[src/rtl/mips_pkg.sv]
// Shared fetch/decode definitions: FSM state encoding, instruction field positions.
package mips_pkg;

    localparam logic [1:0] S_IDLE = 2'b00;
    localparam logic [1:0] S_REQ  = 2'b01;
    localparam logic [1:0] S_HOLD = 2'b10;
    localparam logic [1:0] S_DROP = 2'b11;

    localparam int INSTR_W = 32;
    localparam int OP_MSB  = 31;
    localparam int OP_LSB  = 26;

    typedef enum logic [1:0] {
        IDLE = S_IDLE,
        REQ  = S_REQ,
        HOLD = S_HOLD,
        DROP = S_DROP
    } fetch_state_e;

    function automatic logic [31:0] word_align(input logic [31:0] a);
        return {a[31:2], 2'b00};
    endfunction

endpackage

[src/rtl/flopenr.sv]
// Enabled register with synchronous active-high reset to a parameterised value.
module flopenr #(
    parameter int               WIDTH   = 32,
    parameter logic [WIDTH-1:0] RST_VAL = '0
) (
    input  logic             clk,
    input  logic             reset,
    input  logic             en,
    input  logic [WIDTH-1:0] d,
    output logic [WIDTH-1:0] q
);

    always_ff @(posedge clk) begin
        if (reset)   q <= RST_VAL;
        else if (en) q <= d;
    end

endmodule

[src/rtl/fetch_unit.sv]
// Instruction fetch: PC, imem req/ack, valid/ready to decode, redirect flush.
// Optional FETCH_STATS_EN adds a saturating memory wait-cycle counter.
module fetch_unit
    import mips_pkg::*;
#(
    parameter logic [31:0] RESET_PC = 32'h0000_0000
) (
    input  logic               clk,
    input  logic               reset,
    output logic               imem_req,
    output logic [31:0]        imem_addr,
    input  logic               imem_ack,
    input  logic [31:0]        imem_rdata,
    output logic [INSTR_W-1:0] instr,
    output logic [31:0]        instr_pc,
    output logic [31:0]        instr_pc4,
    output logic               instr_valid,
    input  logic               instr_ready,
    input  logic               redirect,
    input  logic [31:0]        redirect_pc
`ifdef FETCH_STATS_EN
    ,
    output logic [31:0]        wait_cycles
`endif
);

    fetch_state_e state_q, state_d;
    logic [31:0]  pc_q, pc_d, pc_next_q, pc_next_d, target;
    logic         pc_en, fetch_en;

    assign target = word_align(redirect_pc);

    flopenr #(.WIDTH(32), .RST_VAL(RESET_PC)) u_pc (
        .clk(clk), .reset(reset), .en(pc_en), .d(pc_d), .q(pc_q)
    );
    flopenr #(.WIDTH(INSTR_W), .RST_VAL('0)) u_instr (
        .clk(clk), .reset(reset), .en(fetch_en), .d(imem_rdata), .q(instr)
    );
    flopenr #(.WIDTH(32), .RST_VAL(RESET_PC)) u_instr_pc (
        .clk(clk), .reset(reset), .en(fetch_en), .d(pc_q), .q(instr_pc)
    );

    always_ff @(posedge clk) begin
        if (reset) begin
            state_q   <= IDLE;
            pc_next_q <= RESET_PC;
        end else begin
            state_q   <= state_d;
            pc_next_q <= pc_next_d;
        end
    end

    always_comb begin
        state_d   = state_q;
        pc_d      = pc_q;
        pc_en     = 1'b0;
        fetch_en  = 1'b0;
        pc_next_d = pc_next_q;
        case (state_q)
            IDLE: state_d = REQ;
            REQ: begin
                if (imem_ack && !redirect) begin
                    fetch_en = 1'b1;
                    pc_d     = pc_q + 32'd4;
                    pc_en    = 1'b1;
                    state_d  = HOLD;
                end else if (imem_ack) begin
                    pc_d  = target;
                    pc_en = 1'b1;
                end else if (redirect) begin
                    // pc stays put: the in-flight request's address must not move
                    pc_next_d = target;
                    state_d   = DROP;
                end
            end
            DROP: begin
                if (redirect) pc_next_d = target;
                if (imem_ack) begin
                    pc_d    = redirect ? target : pc_next_q;
                    pc_en   = 1'b1;
                    state_d = REQ;
                end
            end
            HOLD: begin
                if (redirect) begin
                    pc_d    = target;
                    pc_en   = 1'b1;
                    state_d = REQ;
                end else if (instr_ready) begin
                    state_d = REQ;
                end
            end
            default: state_d = IDLE;
        endcase
    end

    assign imem_req    = (state_q == REQ);
    assign imem_addr   = pc_q;
    assign instr_valid = (state_q == HOLD);
    assign instr_pc4   = instr_pc + 32'd4;

`ifdef FETCH_STATS_EN
    logic [31:0] wait_q;

    always_ff @(posedge clk) begin
        if (reset)
            wait_q <= '0;
        else if ((state_q == REQ || state_q == DROP) && !imem_ack && wait_q != 32'hFFFF_FFFF)
            wait_q <= wait_q + 32'd1;
    end

    assign wait_cycles = wait_q;
`endif

endmodule

[config.mk]
export PLATFORM = sky130hd
export DESIGN_NAME = fetch_unit
export DESIGN_NICKNAME = d
export VERILOG_FILES = /design/src/rtl/mips_pkg.sv /design/src/rtl/flopenr.sv /design/src/rtl/fetch_unit.sv
export SDC_FILE = /design/constraint.sdc
export NUM_CORES = 1
export LEC_CHECK = 0
export ABC_AREA = 1
export ABC_CLOCK_PERIOD_IN_PS = 2800
export BUFFER_PORTS_ARGS = -buffer_cell sky130_fd_sc_hd__clkbuf_2
export CORE_MARGIN = 1.5
export CORE_UTILIZATION = 45
export CTS_CLUSTER_DIAMETER = 60
export DETAILED_ROUTE_END_ITERATION = 10
export PLACE_DENSITY = 0.69
export SLEW_MARGIN = 30
export SYNTH_ARGS = -nofsm -noshare
export SYNTH_HDL_FRONTEND = slang
export SYNTH_SLANG_ARGS = --single-unit
[constraint.sdc]
create_clock -name clk -period 2.8 [get_ports clk]
set_input_delay 0.42 -clock clk [delete_from_list [all_inputs] [get_ports clk]]
set_output_delay 0.42 -clock clk [all_outputs]
set_load 0.02 [all_outputs]
==> metrics.yaml, run 1 <==
status:
  status: "completed"
setup_path:
  required_ns: 2.38
  reg2reg_depth: 8
  slowest_stage: "dfxtp_1"
  critPathMaxFanout: 5
  cpPeakStageDelay_ns: 0.39
  path_cells: "ha_1 > inv_1 > nor2_1 > nand2_1 > nor2_1 > xor2_1 > clkbuf_2"
  reg2reg_from: "state_q[1]"
  r2r_end: "u_pc.q[0]"
  cp-start-kind: "flop"
  crit_start: "u_instr_pc.q[2]"
  cp-endpoint: "instr_pc4[12]"
  cp.arrival_ns: 2.21
  cp_common_cell: "nor2_1"
  endpoint_kind: "primary output"
  reg2reg_slack_ns: 0.78
  worst-setup-path-type: "reg -> out"
global_route:
  grtUsageTotal: 0.270
  grt-ovfl-total: 0
  antenna_found_initial: 0
  grt_pass1_wl_um: 35400
  grt_max_degree: 100
  grt_pass1_vias: 6808
pwr:
  combPwrFrac: 0.180
  swShare: 0.303
  power_switching_w: 0.00167
  peakVddDrop_v: 0.000430
  total_power_w: 0.00551
  power.internal_w: 0.00384
  power.share.clock: 0.427
  power_density_nw_per_um2: 621
  power.leakage_nw: 3.80
  power_frac_seq: 0.393
sta:
  grt_setup_unrepaired: "no"
  fin_crit_sh: 0.938
  skew_ns: 0.00883
  finalCriticalPeriod_ns: 2.63
  drv_slew: 0
  max_freq_ghz: 0.381
  fin_tns_setup_ns: 0
  worstMarginPinSlew_ns: 0.758
  hold_viol: 0
  setup_ws_ns: 0.173
  slew_headroom: 0.494
  finalSetupViolCount: 0
clock_tree:
  clk_path_buf_depth: 2
  htreeDepth: 4
  clk_pin_slew_ns: 0.06
  cts_buffers: 17
  clock_tree.root_cell: "clkbuf_16"
  post_cts_buffers: 0
  cts.sinks: 130
  insertion_delay_ns: 0.42
  cts_hold_buf: 0
  cts_resized: 0
  cts_tree: "done"
final_layout:
  utilization: 0.577
  insertedDiodeCount: 0
  nFillCells: 1557
  multi_input_area_um2: 3900
  final_layout_size_suffix_gt1_frac: 0.199
  area_growth_pct: 24.0
  nNetsFinal: 1348
  final_cell_area_um2: 8860
  regArea_um2: 2600
placed_design:
  placed_area_um2: 8230
  place.gp.congestion: 0.927
  dpl.hpwl_um: 15900
  io_buffers: 196
  post-place-ws_ns: 0.550
yosys:
  synthTopCellsByCount: "nand2_1 (212), nor2_1 (202), o21ai_0 (140)"
  async_flop_share: 0
  ys_types: 34
  ys_top_cells_by_area: "dfxtp_1 (36%), nand2_1 (11%), nor2_1 (11%)"
  ys_seq_area_frac: 0.364
  synth_edf_count: 0
  synth_top_cell_by_area: "dfxtp_1"
  syn_nets: 1183
  syn_area_um2: 7150
  ys_ff_latch: 130
  syn_avg_cell_area_um2: 6.43
  synth_top_area_share: 0.364
  synth_warnings: 0
  synth_cells: 1112
  synth_ff_type: "dfxtp_1"
  synth.most_common_cell: "nand2_1"
routing:
  vias_per_cell: 5.24
  ant_nets: 0
  firstDrtPassIters: 6
  drt-initial-drc-count: 681
  finalWirelength_um: 22400
  drc: 0
  wire_per_inst_um: 14.9
  vias: 7867
floorplanning:
  initial_core_util: 0.465
  die-area_um2: 16600
  ioPinCount: 199
  die_w_um: 129
  die_y_um: 129
  fp-row-count: 45
  core_area_um2: 15400
hold_path:
  min_from: "imem_rdata[16]"
  hp-class: "in -> reg"
  holdPathStages: 3
run:
  cap_violations: 0
==> worst max-delay path: cells and delay by family (launching register included) <==
| family | cells | cell delay, ns |
|---|---|---|
| XOR/XNOR | 1 | 0.16 |
| adder cells (fa/ha/maj) | 1 | 0.25 |
| buffers and inverters | 2 | 0.25 |
| flip-flops | 1 | 0.39 |
| AND/OR/NAND/NOR | 3 | 0.73 |
==> routing by layer <==
metal	wire [um]	global-route usage	vias up
li1	-	-	4026
met1	10400	0.377	3489
met2	10100	0.418	324
met3	1660	0.0562	28
met4	303	0.0826	0
met5	0	0	-
==> power groups by stage <==
stage	clock (W)	sequential, W	combinational (W)
2_1_floorplan	0	0.00227	0.000565
3_3_place_gp	0	0.00220	0.000971
3_5_place_dp	0	0.00220	0.000978
4_1_cts	0.00238	0.00216	0.000986
5_1_grt	0.00248	0.00218	0.00110
6_report	0.00235	0.00217	0.000990
==> area by class of cell <==
type,instances,area share
flip-flops and latches,130,0.294
clock inverters,13,0.0209
well taps,211,0.0298
clock buffers,19,0.0500
inverters,94,0.0398
multi-input cells,824,0.440
repair buffers,210,0.125
==> stage by stage <==
stage          cells  hold WS [ns]
2_1_floorplan   1112         0.424
3_3_place_gp    1469         0.437
3_5_place_dp    1469         0.443
4_1_cts         1501         0.233
5_1_grt         1501         0.244
6_report        1501         0.250
==> layout by cell type, fill, tap and decap left out, types with 2 or more instances in the layout <==
master	count
nor2_2	5
o22ai_1	23
nand2_2	2
nand4_1	5
buf_12	2
buf_4	12
xnor2_1	5
clkbuf_2	196
clkinvlp_4	5
clkinv_4	2
o21ai_1	3
a21oi_1	89
a41oi_1	2
a31oi_1	6
a211oi_1	28
o21ai_0	140
clkinv_2	2
or2_0	2
nor2_1	201
dfxtp_1	130
nand3b_1	9
nand2_1	211
nor4_1	9
inv_1	89
nand3_1	43
clkbuf_16	17
nor3_1	13
bufinv_16	4
xor2_1	20
inv_2	5
ha_1	2
==> flip-flops by register name, indices dropped and copies added (netlist names) <==
register	count
pc_next_q	32
u_instr.q	32
u_instr_pc.q	32
u_pc.q	32
state_q	2
==> cells by family (layout without fill, tap and decap cells) <==
family,Yosys count,count (layout),synth area share
XOR/XNOR,25,25,0.0306
AND/OR/NAND/NOR,503,503,0.288
AO/OA/AOI/OAI,294,294,0.223
flip-flops,130,130,0.364
buffers and inverters,158,336,0.0909
adder cells (fa/ha/maj),2,2,0.00350
==> how the worst min path moves through the flow <==
stage          slack (ns)       endpoint
2_1_floorplan        0.42   pc_next_q[2]
3_3_place_gp         0.44   pc_next_q[0]
3_5_place_dp         0.44   pc_next_q[1]
4_1_cts              0.23   u_instr.q[1]
5_1_grt              0.24  u_instr.q[12]
6_report             0.25  u_instr.q[16]
No activity file was read; power rests on OpenSTA's default activity.
==> run 2, diff against run 1 <==
- ABC_AREA: 1 -> default
- PLACE_DENSITY: 0.69 -> 0.7
==> run 2 against run 1 <==
Effect of this change:
- clock skew decreased by 0.0035 ns
- register-to-register slack got worse by 0.28 ns
- wire length is 9.9% lower
- worst hold slack got worse by 0.031 ns
- final cell count is 15% lower
- power shrank 12%
- design area down 4.2%
- non-clock buffer count increased by 16
- sequential power down 6%
- die area down 5.8%
- global-route usage shrank 1.8 points
- via count shrank 11%
- critical endpoint is now instr_pc4[28]
- largest cell class unchanged
==> metrics.yaml, run 2 <==
final_layout:
  mostFrequentLayoutCell: "nand2_1"
  utilization: 0.584  # +0.00781
  nFillCells: 1390  # -11%
  final_layout_size_suffix_gt1_frac: 0.266  # +0.0664
  layout_common_cells: "nand2_1 (232), clkbuf_2 (195), a21oi_1 (130), dfxtp_1 (130), nor2_1 (41)"
  nNetsFinal: 1146  # -15%
  area_growth_pct: 26.4
  insertedDiodeCount: 0  # unchanged
global_route:
  antenna_found_initial: 0  # unchanged
  grt_pass1_wl_um: 32000  # -9.7%
  grt-ovfl-total: 0  # unchanged
  grtUsageMet2: 0.372  # -0.0461
  grtUsageTotal: 0.252  # -0.0175
  use_met3: 0.0522  # -0.00395
  grt_busiest_layer: "met2"
  met1_usage: 0.363  # -0.0147
  grt_max_degree: 65  # -35%
  grt_pass1_vias: 6000  # -12%
sta:
  slew_headroom: 0.541  # +0.0469
  hold_viol: 0  # unchanged
  drv_slew: 0  # unchanged
  grt_setup_unrepaired: "yes"
  finalCriticalPeriod_ns: 2.61  # -0.0156 ns
  finalSetupViolCount: 0  # unchanged
  holdWs_ns: 0.219  # -0.0314 ns
  skew_ns: 0.00538  # -0.00346 ns
  fin_tns_setup_ns: 0  # unchanged
  max_freq_ghz: 0.383  # +0.60%
  worstMarginPinSlew_ns: 0.688  # -0.0695 ns
  setup_ws_ns: 0.188  # +0.0156 ns
  fin_crit_sh: 0.933  # -0.00556
hold_path:
  holdPathStages: 3  # unchanged
  hp-class: "in -> reg"
  worstHoldEndpoint: "u_instr.q[8]"
  min_from: "imem_rdata[8]"
pwr:
  total_power_w: 0.00484  # -12%
  power_density_nw_per_um2: 569  # -8.3%
  power.leakage_nw: 3.43  # -9.8%
  peakVddDrop_v: 0.000413  # -4.1%
clock_tree:
  cts.sinks: 130  # unchanged
  cts_hold_buf: 0  # unchanged
  clk_path_buf_depth: 2  # unchanged
  cts_buffers: 17  # unchanged
  cts_tree: "done"
  htreeDepth: 4  # unchanged
  insertion_delay_ns: 0.42  # about the same
  clock_tree.root_cell: "clkbuf_16"
  clk_pin_slew_ns: 0.06  # about the same
floorplanning:
  ioPinCount: 199  # unchanged
  die_y_um: 125  # -2.9%
  die-area_um2: 15700  # -5.8%
  die_w_um: 125  # -2.9%
  initial_core_util: 0.462  # -0.00241
  fp-row-count: 44  # -2.2%
  core_area_um2: 14500  # -5.4%
routing:
  drt-initial-drc-count: 664  # -2.5%
  finalWirelength_um: 20200  # -9.9%
  wire_per_inst_um: 15.9  # +6.3%
  ant_nets: 0  # unchanged
  firstDrtPassIters: 6  # unchanged
  drc: 0  # unchanged
  vias_per_cell: 5.50  # +5.0%
  vias: 7001  # -11%
yosys:
  synth_cells: 900  # -19%
  ys_types: 61  # +79%
  synth.most_common_cell: "nand2_1"
  synth_top_area_share: 0.387  # +0.0230
  ys_seq_area_frac: 0.387  # +0.0230
  synth_warnings: 0  # unchanged
  synth_top_cell_by_area: "dfxtp_1"
  synth_edf_count: 0  # unchanged
  async_flop_share: 0  # unchanged
  syn_nets: 971  # -18%
  synthTopCellsByCount: "nand2_1 (233), a21oi_1 (130), dfxtp_1 (130)"
  syn_area_um2: 6720  # -5.9%
  ys_ff_latch: 130  # unchanged
  synth_ff_type: "dfxtp_1"
  ys_top_cells_by_area: "dfxtp_1 (39%), nand2_1 (13%), a21oi_1 (9.7%)"
  syn_avg_cell_area_um2: 7.47  # +16%
setup_path:
  critPathMaxFanout: 7  # +2
  reg2reg_depth: 6  # -2
  endpoint_kind: "primary output"
  cp-start-kind: "flop"
  cp.arrival_ns: 2.19  # -0.02 ns
  reg2reg_slack_ns: 0.50  # -0.28 ns
  worst-setup-path-type: "reg -> out"
  r2r_end: "u_pc.q[30]"
  required_ns: 2.38  # about the same
  reg2reg_from: "u_pc.q[2]"
placed_design:
  place.gp.congestion: 0.860  # -7.2%
  post-place-ws_ns: 0.422  # -0.128 ns
  dpl.hpwl_um: 14200  # -11%
  io_buffers: 196  # unchanged
run:
  cap_violations: 0  # unchanged
status:
  status: "completed"
[run 2: cell count changes in the layout (fill, tap and decap cells not counted), moves of 13 or more]
cell | previous run | this run
nor2_1 | 201 | 41
o21ai_0 | 140 | 35
inv_1 | 89 | 14
a21oi_1 | 89 | 130
a211oi_1 | 28 | 5
nand2_1 | 211 | 232
nand3_1 | 43 | 23
buf_4 | 12 | 30
xnor2_1 | 5 | 19
nand4_1 | 5 | 18
[run 2: cell type report]
cell class	count	area [um2]	share of cell area
multi-input cells	686	3800	0.447
clock inverters	8	75.1	0.00884
inverters	14	52.6	0.00619
flip-flops and latches	130	2600	0.306
clock buffers	24	512	0.0603
well taps	184	230	0.0271
repair buffers	226	1220	0.144
[run 2: kinds of logic after synthesis]
family,Yosys count,share of synthesized area
AND/OR/NAND/NOR,398,0.274
adder cells (fa/ha/maj),2,0.00372
buffers and inverters,84,0.0551
multiplexers,9,0.0138
XOR/XNOR,39,0.0508
flip-flops,130,0.387
AO/OA/AOI/OAI,238,0.215
[run 2: per-layer routing]
metal | share of wire | vias up
li1 | - | 3492
met1 | 0.47 | 3214
met2 | 0.45 | 263
met3 | 0.070 | 32
met4 | 0.016 | 0
met5 | 0 | -
[run 2: per-stage QoR]
| step | instances | area, um2 |
|---|---|---|
| floorplan | 900 | 6720 |
| global placement | 1239 | 7860 |
| detailed placement | 1239 | 7860 |
| CTS | 1271 | 8450 |
| global route | 1272 | 8490 |
| finish | 1272 | 8490 |
[run 2: timing repair]
item | 4_1_cts | 5_1_grt
setup endpoints to repair | 1 | 6
setup buffers | 0 | 1
resized for setup | 1 | 7
endpoints found under the hold margin | 0 | 0
pin swaps | 0 | 2
[run 2: how the worst max path moves through the flow]
stage                    startpoint       endpoint  slack (ns)  cells past startpoint
floorplan           u_instr_pc.q[2]  instr_pc4[30]        0.49                      6
global placement    u_instr_pc.q[2]  instr_pc4[30]        0.45                      7
detailed placement  u_instr_pc.q[2]  instr_pc4[30]        0.42                      7
CTS                 u_instr_pc.q[4]  instr_pc4[31]        0.07                      6
global route        u_instr_pc.q[2]  instr_pc4[30]       -0.02                      7
finish              u_instr_pc.q[2]  instr_pc4[28]        0.19                      7
[run 2: power breakdown]
part / total (W) / internal (W) / switching [W]
registers: 0.00203 / 0.00193 / 0.000107
logic: 0.000641 / 0.000236 / 0.000405
clock network: 0.00216 / 0.00136 / 0.000803
[run 2: worst max-delay path: stages, from the launching register on]
cell and delay [ns]:
dfxtp_1 0.41, ha_1 0.21, nand3_1 0.18, nor2_4 0.21, nand3_1 0.20, nor3_1 0.23, xnor2_1 0.14, clkbuf_2 0.18
==> run 3, diff against run 2 <==
- SETUP_SLACK_MARGIN: default -> 0.5
==> run 3 against run 2 <==
Effect of this change:
- power up 2.9%
- die area unchanged
- final cell count up 2.3%
- clock skew down 0.0011 ns
- highest routed layer unchanged
==> metrics.yaml, run 3 (synthesis results as in run 2) <==
routing:
  wire_per_inst_um: 16.2  # +2.1%
  vias: 7145  # +2.1%
  firstDrtPassIters: 5  # -1
  finalWirelength_um: 21100  # +4.5%
  vias_per_cell: 5.49  # -0.22%
  drt-initial-drc-count: 629  # -5.3%
  ant_nets: 0  # unchanged
  drc: 0  # unchanged
global_route:
  grt_max_degree: 114  # +75%
  grt_pass1_wl_um: 32900  # +3.0%
  antenna_found_initial: 0  # unchanged
  grt-ovfl-total: 0  # unchanged
  grtUsageTotal: 0.260  # +0.00752
  grt_pass1_vias: 6251  # +4.2%
setup_path:
  reg2reg_from: "state_q[1]"
  reg2reg_depth: 7  # +1
  critPathMaxFanout: 7  # unchanged
  crit_start: "u_instr_pc.q[19]"
  endpoint_kind: "primary output"
  cp-start-kind: "flop"
  reg2reg_slack_ns: 0.60  # +0.10 ns
  worst-setup-path-type: "reg -> out"
  required_ns: 2.38  # about the same
  cp.arrival_ns: 1.96  # -0.23 ns
  r2r_end: "u_instr_pc.q[4]"
sta:
  finalSetupViolCount: 0  # unchanged
  skew_ns: 0.00428  # -0.00110 ns
  drv_slew: 0  # unchanged
  fin_tns_setup_ns: 0  # unchanged
  max_freq_ghz: 0.420  # +9.7%
  finalCriticalPeriod_ns: 2.38  # -0.231 ns
  fin_crit_sh: 0.850  # -0.0825
  hold_viol: 0  # unchanged
  grt_setup_unrepaired: "yes"
  worstMarginPinSlew_ns: 0.764  # +0.0755 ns
  slew_headroom: 0.490  # -0.0509
hold_path:
  holdPathStages: 3  # unchanged
  hp-class: "in -> reg"
  min_from: "imem_rdata[3]"
  worstHoldEndpoint: "u_instr.q[3]"
final_layout:
  insertedDiodeCount: 0  # unchanged
  nFillCells: 1339  # -3.7%
  layout_common_cells: "nand2_1 (231), clkbuf_2 (178), a21oi_1 (130)"
  multi_input_area_um2: 3950  # +3.8%
  nNetsFinal: 1177  # +2.7%
  finalNonFillerCells: 1301  # +2.3%
  final_layout_size_suffix_gt1_frac: 0.314  # +0.0486
  area_growth_pct: 34.3
  mostFrequentLayoutCell: "nand2_1"
  regArea_um2: 2650  # +1.9%
floorplanning:
  initial_core_util: 0.462  # unchanged
  core_area_um2: 14500  # unchanged
  fp-row-count: 44  # unchanged
  ioPinCount: 199  # unchanged
  die_w_um: 125  # unchanged
  die_y_um: 125  # unchanged
  die-area_um2: 15700  # unchanged
pwr:
  power_density_nw_per_um2: 551  # -3.2%
  peakVddDrop_v: 0.000360  # -13%
  total_power_w: 0.00498  # +2.9%
  power.leakage_nw: 3.71  # +8.2%
run:
  cap_violations: 0  # unchanged
placed_design:
  io_buffers: 196  # unchanged
  dpl.hpwl_um: 13900  # -2.0%
  place.gp.congestion: 0.879  # +2.2%
  dp.cells: 1236  # -0.24%
clock_tree:
  insertion_delay_ns: 0.42  # about the same
  clk_path_buf_depth: 2  # unchanged
  clk_pin_slew_ns: 0.05  # about the same
  cts.sinks: 130  # unchanged
  htreeDepth: 4  # unchanged
  clock_tree.root_cell: "clkbuf_16"
  cts_tree: "done"
  cts_buffers: 17  # unchanged
status:
  status: "completed"
==> run 3: area by class of cell <==
type | count | area share
flip-flops and latches | 130 | 0.294
repair buffers | 257 | 0.170
inverters | 14 | 0.00582
clock inverters | 4 | 0.0105
well taps | 184 | 0.0255
multi-input cells | 686 | 0.437
clock buffers | 26 | 0.0575
==> run 3: worst max path at each step <==
stage | end | slack (ns) | depth (start not counted)
floorplan | instr_pc4[31] | 0.55 | 5
global placement | instr_pc4[31] | 0.54 | 6
detailed placement | instr_pc4[31] | 0.49 | 6
CTS | instr_pc4[31] | 0.43 | 6
global route | instr_pc4[30] | 0.33 | 6
finish | instr_pc4[31] | 0.42 | 6
==> run 3: worst max-delay path, stage by stage, from the launching register on <==
cell      delay [ns]
dfxtp_4         0.34
nand4_1         0.15
nor2_2          0.19
nand3_4         0.18
nor4_4          0.34
xor2_1          0.17
clkbuf_4        0.18
==> run 3: metrics by stage <==
stage,hold WS [ns],setup slack [ns],area (um2),util
6_report,0.221,0.419,9030,0.621
5_1_grt,0.224,0.331,9030,0.621
4_1_cts,0.210,0.427,8860,0.610
3_5_place_dp,0.445,0.494,7880,0.542
3_3_place_gp,0.439,0.538,7880,0.542
2_1_floorplan,0.432,0.555,6720,-
==> run 3: layer usage <==
| metal | vias up | share of wire | GRT usage | wire length [um] |
|---|---|---|---|---|
| li1 | 3563 | - | - | - |
| met1 | 3267 | 0.45 | 0.361 | 9570 |
| met2 | 275 | 0.46 | 0.398 | 9670 |
| met3 | 40 | 0.065 | 0.0518 | 1380 |
| met4 | 0 | 0.024 | 0.0989 | 500 |
| met5 | - | 0 | 0 | 0 |
==> run 3: where the power goes <==
| group | total [W] | switching [W] | internal [W] |
|---|---|---|---|
| Combinational | 0.000658 | 0.000411 | 0.000247 |
| Sequential | 0.00202 | 0.000104 | 0.00192 |
| Clock | 0.00230 | 0.000765 | 0.00153 |
==> run 3: repair_timing <==
action | CTS | global route
pin swaps | 15 | 10
setup endpoints to repair | 19 | 23
hold buffers | 0 | 0
buffers inserted | 21 | 14
gates resized for setup | 58 | 29
